**src/rtl/mx8_arb_pkg.sv**
```systemverilog
// mx8_arb_pkg: shared encodings and sizes for the 8-way round-robin mux arbiter.
package mx8_arb_pkg;
    localparam int NREQ = 8;
    localparam int SELW = 3;
    typedef enum logic [1:0] {IDLE = 2'd0, GRANT = 2'd1, TURN = 2'd2} state_e;
    function automatic logic [NREQ-1:0] onehot(input logic [SELW-1:0] idx);
        return NREQ'(1) << idx;
    endfunction
endpackage

```
**src/rtl/rr_pick8.sv**
```systemverilog
// rr_pick8: rotate-priority encoder, first set request at or after ptr (mod 8).
module rr_pick8
    import mx8_arb_pkg::*;
(
    input  logic [NREQ-1:0] req_i,
    input  logic [SELW-1:0] ptr_i,
    output logic            valid_o,
    output logic [SELW-1:0] idx_o
);
    logic [NREQ-1:0] rot;
    logic [SELW-1:0] off;
    assign rot = NREQ'({req_i, req_i} >> ptr_i);
    always_comb begin
        off = '0;
        for (int i = NREQ - 1; i >= 0; i--) if (rot[i]) off = SELW'(i);
    end
    assign valid_o = |req_i;
    assign idx_o   = ptr_i + off;
endmodule

```
**src/rtl/mx8_arb.sv**
```systemverilog
// mx8_arb: round-robin sequencer for a shared 8:1 gated mux with hold limit and turnaround gap.
module mx8_arb
    import mx8_arb_pkg::*;
#(
    parameter int MAX_HOLD = 16,
    parameter int TURN_CYC = 1
) (
    input  logic            sys_clk,
    input  logic            resetl,
    input  logic [NREQ-1:0] req,
    output logic [SELW-1:0] sel,
    output logic            gn,
    output logic [NREQ-1:0] gnt,
    output logic            busy,
    output logic            preempt
);
    state_e          state_q, state_d;
    logic [SELW-1:0] ptr_q, ptr_d, sel_q, sel_d;
    logic [7:0]      hold_q, hold_d;
    logic [3:0]      turn_q, turn_d;
    logic [NREQ-1:0] gnt_q, gnt_d;
    logic            gn_q, gn_d, busy_q, busy_d, pre_q, pre_d;
    logic            pick_v, owner_req, others, at_max, arb;
    logic [SELW-1:0] pick_idx;

    rr_pick8 u_pick (.req_i(req), .ptr_i(ptr_q), .valid_o(pick_v), .idx_o(pick_idx));

    assign owner_req = req[sel_q];
    assign others    = |(req & ~gnt_q);
    assign at_max    = hold_q == 8'(MAX_HOLD);
    // Arbitration runs in IDLE and in the last TURN cycle so a pending grant follows TURN directly.
    assign arb       = state_q == IDLE || (state_q == TURN && turn_q == 4'(TURN_CYC));

    always_comb begin
        state_d = state_q;
        ptr_d   = ptr_q;
        sel_d   = sel_q;
        hold_d  = hold_q;
        turn_d  = turn_q;
        gnt_d   = gnt_q;
        gn_d    = gn_q;
        busy_d  = busy_q;
        pre_d   = 1'b0;
        if (arb) begin
            state_d = pick_v ? GRANT : IDLE;
            gnt_d   = pick_v ? onehot(pick_idx) : '0;
            sel_d   = pick_v ? pick_idx : sel_q;
            gn_d    = !pick_v;
            busy_d  = pick_v;
            hold_d  = pick_v ? 8'd1 : hold_q;
        end else if (state_q == TURN) begin
            turn_d = turn_q + 4'd1;
        end else if (!owner_req || (at_max && others)) begin
            // A release wins over an expiring hold, so the pulse only marks a forced handover.
            state_d = (TURN_CYC > 0) ? TURN : IDLE;
            ptr_d   = sel_q + 3'd1;
            gnt_d   = '0;
            gn_d    = 1'b1;
            busy_d  = TURN_CYC > 0;
            turn_d  = 4'd1;
            pre_d   = owner_req;
        end else if (!at_max) begin
            hold_d = hold_q + 8'd1;
        end
    end

    always_ff @(posedge sys_clk or negedge resetl) begin
        if (!resetl) begin
            state_q <= IDLE;
            ptr_q   <= '0;
            sel_q   <= '0;
            hold_q  <= '0;
            turn_q  <= '0;
            gnt_q   <= '0;
            gn_q    <= 1'b1;
            busy_q  <= 1'b0;
            pre_q   <= 1'b0;
        end else begin
            state_q <= state_d;
            ptr_q   <= ptr_d;
            sel_q   <= sel_d;
            hold_q  <= hold_d;
            turn_q  <= turn_d;
            gnt_q   <= gnt_d;
            gn_q    <= gn_d;
            busy_q  <= busy_d;
            pre_q   <= pre_d;
        end
    end

    assign sel     = sel_q;
    assign gn      = gn_q;
    assign gnt     = gnt_q;
    assign busy    = busy_q;
    assign preempt = pre_q;
endmodule

```
**config.mk**
```make
export PLATFORM = sky130hd
export DESIGN_NAME = mx8_arb
export DESIGN_NICKNAME = d
export VERILOG_FILES = /design/src/rtl/mx8_arb_pkg.sv /design/src/rtl/rr_pick8.sv /design/src/rtl/mx8_arb.sv
export SDC_FILE = /design/constraint.sdc
export NUM_CORES = 1
export LEC_CHECK = 0
export ABC_AREA = 0
export CORE_ASPECT_RATIO = 1.75
export CORE_MARGIN = 4
export CORE_UTILIZATION = 40
export DETAILED_ROUTE_END_ITERATION = 6
export PLACE_DENSITY = 0.59
export SLEW_MARGIN = 40
export SYNTH_ARGS = -nofsm -noshare
export SYNTH_HDL_FRONTEND = slang
export SYNTH_SLANG_ARGS = --single-unit
```
**constraint.sdc**
```tcl
create_clock -name sys_clk -period 3.7 [get_ports sys_clk]
set_input_delay 0.74 -clock sys_clk [delete_from_list [all_inputs] [get_ports sys_clk]]
set_output_delay 0.74 -clock sys_clk [all_outputs]
set_load 0.05 [all_outputs]
```
== Word level (Yosys, flattened, before mapping) ==
Index checks and enable logic that the tools add are counted.

* Register bits after elaboration: 31
* Bits in latches: 0
* RAM bits: 0
* Bits in read-only memories: 0
* Output and inout bits: 14
* Memories: 0

* $add $sub $neg: 4
* $mul: 0
* Divide/modulo/power cells: 0
* Magnitude comparators: 1
* Equality and inequality tests: 7
* Shift-type cells: 2
* Multiplexer cells: 32
* Bitwise logic cells: 4
* Reductions and logical operators: 16

{| class="wikitable"
|+ Operator list
! operator !! number
|-
| $mux W8 || 9
|-
| $mux W3 || 8
|-
| $reduce_or A8 Y1 || 2
|-
| $shr A16 B3 Y8 || 1
|-
| $mux W1 || 9
|-
| $add A8 B1 Y8 const B || 1
|-
| $and A8 B8 Y8 || 1
|-
| $eq A8 B5 Y1 const B || 1
|-
| $mux W4 || 2
|-
| $not A8 Y8 || 1
|-
| $shl A1 B3 Y8 const A || 1
|-
| $mux W2 || 3
|-
| $ne A2 B2 Y1 const B || 3
|-
| $reduce_and A2 Y1 || 3
|-
| $add A4 B1 Y4 const B || 1
|-
| $eq A4 B1 Y1 const B || 1
|-
| $lt A3 B4 Y1 const B || 1
|-
| $reduce_and A4 Y1 || 1
|-
| $reduce_bool A2 Y1 || 2
|-
| $add A3 B1 Y3 const B || 1
|-
| $add A3 B3 Y3 || 1
|-
| $bmux W1 S3 || 1
|-
| $reduce_and A3 Y1 || 1
|-
| $eq A2 B2 Y1 const B || 1
|-
| other kinds (6) || 10
|}

== Longest topological paths before layout ==
Gate-level depths: netlist (run 1).

* Word-level depth: 13
* Mapped depth: 15
* Mapped depth without buffers: 13

== Modules after synthesis ==
From an unflattened synthesis (run 1), not the netlist that was laid out.

* Cells, all modules: 201
* Area, all modules: 2,104.5 um^2

{| class="wikitable"
|+ Modules (own cells, without submodules)
! module !! times used !! cells each !! area each (um^2) !! seq. area each (um^2)
|-
| mx8_arb || 1 || 151 || 1,585.3 || 777.0
|-
| rr_pick8 || 1 || 50 || 519.2 || 0.0
|}

== Worst setup path before layout (run 1) ==
No wires, ideal clock.

* Path kind: input-to-reg
* Start point: in req[7]
* End point: reg gnt_q[3] (netlist: gnt[3])
* Arrival time: 3,338 ps
* Data required time: 3,631 ps
* Setup slack: 293 ps
* Stages: 12
* Buffers on the path: 1
* Cell sequence: clkbuf_1 > mux4_1 > o21ai_0 > o21ai_0 > and2_1 > o31a_1 > ha_1 > inv_1 > fa_1 > nor4_1 > o21ai_0 > nand3_1

* Word-level cells in the longest chain between the ends: 13
* Elaborated cells on any way between the ends: 23
* Those cells by class: 1 x add/sub; 2 x shift; 12 x mux; 1 x bitwise; 7 x reduce/logical

{| class="wikitable"
|+ RTL lines
! element !! line !! text
|-
| start: declaration || mx8_arb.sv:10 || <nowiki>input logic [NREQ-1:0] req,</nowiki>
|-
| $shr A16 B3 Y8 || rr_pick8.sv:12 || <nowiki>assign rot = NREQ'({req_i, req_i} >> ptr_i);</nowiki>
|-
| $mux W3 (8 in a row) || rr_pick8.sv:15 || <nowiki>for (int i = NREQ - 1; i >= 0; i--) if (rot[i]) off = SELW'(i);</nowiki>
|-
| $add A3 B3 Y3 || rr_pick8.sv:18 || <nowiki>assign idx_o = ptr_i + off;</nowiki>
|-
| $shl A1 B3 Y8 || mx8_arb_pkg.sv:7 || <nowiki>return NREQ'(1) << idx;</nowiki>
|-
| $mux W8 || mx8_arb.sv:46 || <nowiki>gnt_d = pick_v ? onehot(pick_idx) : '0;</nowiki>
|-
| $mux W8 || mx8_arb.sv:44 || <nowiki>if (arb) begin</nowiki>
|-
| end signal: assignment || mx8_arb.sv:84 || <nowiki>gnt_q <= gnt_d;</nowiki>
|-
| end: declaration || mx8_arb.sv:21 || <nowiki>logic [NREQ-1:0] gnt_q, gnt_d;</nowiki>
|}

Parallel ways exist; a longest one is shown, timed or not. The select of a mux whose other input is x is not followed.
A chain may end at the register's enable or synchronous reset.

== Final worst setup path (run 1) ==
* Start point: in req[0]
* End point: reg gnt_q[2] (netlist: gnt[2])

Same word-level chain as after synthesis.

==> results of run 1 <==
## final timing paths
check	depth (start not counted)	to	from	slack [ns]
max	12	gnt[2]	req[0]	0.17
min	2	gn	gn	0.46
max reg2reg	11	gnt[2]	ptr_q[0]	0.41
min reg2reg	2	gn	gn	0.46
max in group asynchronous	2	gn	resetl	2.53
min in group asynchronous	2	gnt[2]	resetl	0.84
## timing repair
item,CTS,global route
setup endpoints to repair,2,9
gates resized for setup,2,15
pin swaps,0,3
hold buffers,0,0
setup buffers,0,1
## synth_stat cells (all sizes together) (7+ instances only)
cell   count  area share [%]
a21oi     13             4.1
buf        9             2.4
dfrtp     30              32
inv       11             1.8
nand2     24             3.9
nand3     20             4.3
nand4      7             1.9
nor2      14             2.3
nor3      11             2.4
o21ai     21             4.7
xor2       8             3.0
## tightest hold or removal path, cell delays in order (launching register included)
cell and delay, ns:
dfstp_2 0.36, inv_1 0.04, a21oi_1 0.05
## power breakdown
| group | leakage [nW] | internal [mW] | total (mW) | switching, mW |
|---|---|---|---|---|
| Sequential | 0.399 | 0.452 | 0.604 | 0.152 |
| Clock | 0.0470 | 0.146 | 0.273 | 0.127 |
| Combinational | 0.789 | 0.754 | 1.80 | 1.05 |
| Total | 1.23 | 1.35 | 2.68 | 1.32 |
## logic make-up (layout without fill, tap and decap cells)
kind of cell | Yosys count | after routing | share of synthesized area [%]
AOI/OAI and AO/OA | 60 | 60 | 19.1
adders and majority gates | 7 | 7 | 4.10
xor gates and xnor gates | 9 | 9 | 3.40
buffers and inverters | 27 | 71 | 5.34
DFF | 31 | 31 | 33.5
muxes | 13 | 13 | 9.39
and+or+nand+nor | 108 | 108 | 25.2
## layer usage
metal | vias to the layer above | GRT usage [%] | wire length (um) | share of wire [%]
met5 | - | 0 | 0 | 0
met4 | 0 | 9.94 | 220 | 3.4
met3 | 14 | 1.96 | 146 | 2.3
met2 | 40 | 37.7 | 3600 | 56
met1 | 1029 | 20.7 | 2480 | 38
li1 | 1026 | - | - | -
## layout by cell type (no fill, tap or decap), types with 4 or more instances in the layout
cell type         n
mux2_2            4
clkdlybuf4s50_1  22
o21ai_0          18
nor3_1           10
a21oi_1           8
nor4_2            4
a21o_1            5
buf_4            29
mux4_2            6
nand2b_1          6
nand2_1          24
inv_1            11
xor2_1            7
nand3_1          20
clkbuf_8          6
ha_1              6
nor2_1           14
nand4_1           7
dfrtp_1          30
## final cells by class
class	count	area, um^2
Clock buffer	6	82.6
Tap cell	76	95.1
Timing Repair Buffer	52	450
Sequential cell	31	777
Multi-Input combinational cell	197	1470
Inverter	12	45.0
Clock inverter	1	5.00
Fill cell	536	2660
## sequential cells by signal, summed over array words and instances (netlist names)
register	count
ptr_q	3
turn_q	4
hold_q	8
preempt	1
state_q	2
gnt	8
sel	3
busy	1
gn	1
## metrics by stage
step	setup slack, ns	total power [mW]	utilization [%]	hold WS [ns]
after global routing	0.00218	2.89	52.4	0.488
after floorplan	0.293	1.74	-	0.444
after global placement	-0.325	2.25	49.7	0.454
final	0.165	2.68	52.4	0.460
after CTS	0.00814	2.58	51.5	0.464
after detailed placement	-0.294	2.26	49.7	0.454
==> impl_metrics.yaml, run 1 <==
outcome:
  status: "complete, no violations"
logic_synthesis:
  syn_nets: 272
  synth_ff_type: "dfrtp_1"
  yosys_warnings: 0
  yosys_register_bits: 31
  synth_cell_type_count: 58
  synth_area_per_cell_um2: 9.09
  synth_area_um2: 2320
  synth-edff-count: 0
  async_reset_ff_share_pct: 100
  synthCells: 255
  ys_seq_area_share_pct: 33.5
critical_path:
  crit_arrival_ns: 3.76
  crit_family: "adder cells"
  crit_buf_inv: 2
  critPathMaxFanout: 7
  path_cells: "clkdlybuf4s50_1 > mux4_2 > o21ai_1 > o21ai_0 > and2_1 > o31a_1 > ha_1 > inv_1 > fa_2 > nor4_2 > o21ai_0 > nand3_1"
  max_stage_delay_ns: 0.54
  critPathMostFrequentCell: "o21ai_0"
  cp.required_ns: 3.93
  critPathLaunchType: "input port"
  critical_path_class: "input port to flip-flop"
  crit_path_top_delay_cell: "mux4_2"
  cp-end-kind: "flip-flop"
drt:
  via_per_inst: 5.62
  wirelength_mm: 6.44
  drc: 0
  ant_nets: 0
  dr.pass1.iters: 4
  drtIter0Drc: 109
  wl_per_cell_um: 17.2
  via_count: 2109
clock_network:
  cts_buffer_depth: 2
  path_clk_slew_ns: 0.07
  cts_tree: "done"
  htree_levels: 2
  worst_skew_pair.late_latency_ns: 0.28
  cts_made_buffers: 5
  cts_root_buf: "clkbuf_8"
  cts.sinks: 31
sta:
  rsz0062_at_grt: "no"
  fmax_mhz: 283
  tightest_slew_ns: 0.750
  finalMaxSlewViolations: 0
  tns_ns: 0
  min_period_over_period_pct: 95.5
  finalHoldViolCount: 0
  setup_viol: 0
  period_minus_slack_ns: 3.53
  clock_skew_ns: 0.0118
  slew_headroom_pct: 50.0
final_layout:
  synthToLayoutAreaGrowth_pct: 26.1
  final_net_count: 316
  final_area_um2: 2920
  n_antenna_cell: 0
  layoutNonFillerInstCount: 375
  layout-drive-gt1-share_pct: 23.7
floorplan:
  die_area_um2: 7130
  die_x_um: 65.6
  coreArea_um2: 5590
  io_pins: 24
  start_util_pct: 41.5
  die_h_um: 109
  num_rows: 36
placement:
  place.port_buffers: 23
  place_inst: 367
  gp_congestion: 0.874
  hpwlAfterDp_mm: 4.95
  place_area_um2: 2780
global_route:
  grt_pass1_vias: 2136
  antenna_found_initial: 0
  grt_pass1_wl_mm: 10.7
  grt_use_total_pct: 19.7
  grt_remaining_overflow: 0
  grt_max_degree: 32
power_and_ir_drop:
  vdd_drop_max_mv: 0.380
  power.density_nw_per_um2: 915
  leakage_nw: 1.23
flow_run:
  cap_violations: 0
min_path:
  hold_class: "flip-flop to flip-flop"
Note: power is estimated with default switching activity, not from simulation.
==> run 2, diff against run 1 <==
ABC_CLOCK_PERIOD_IN_PS = 3700   (was unset)
==> results of run 2 <==
Same layout as run 1: the final DEF is identical, and so are final timing and power.
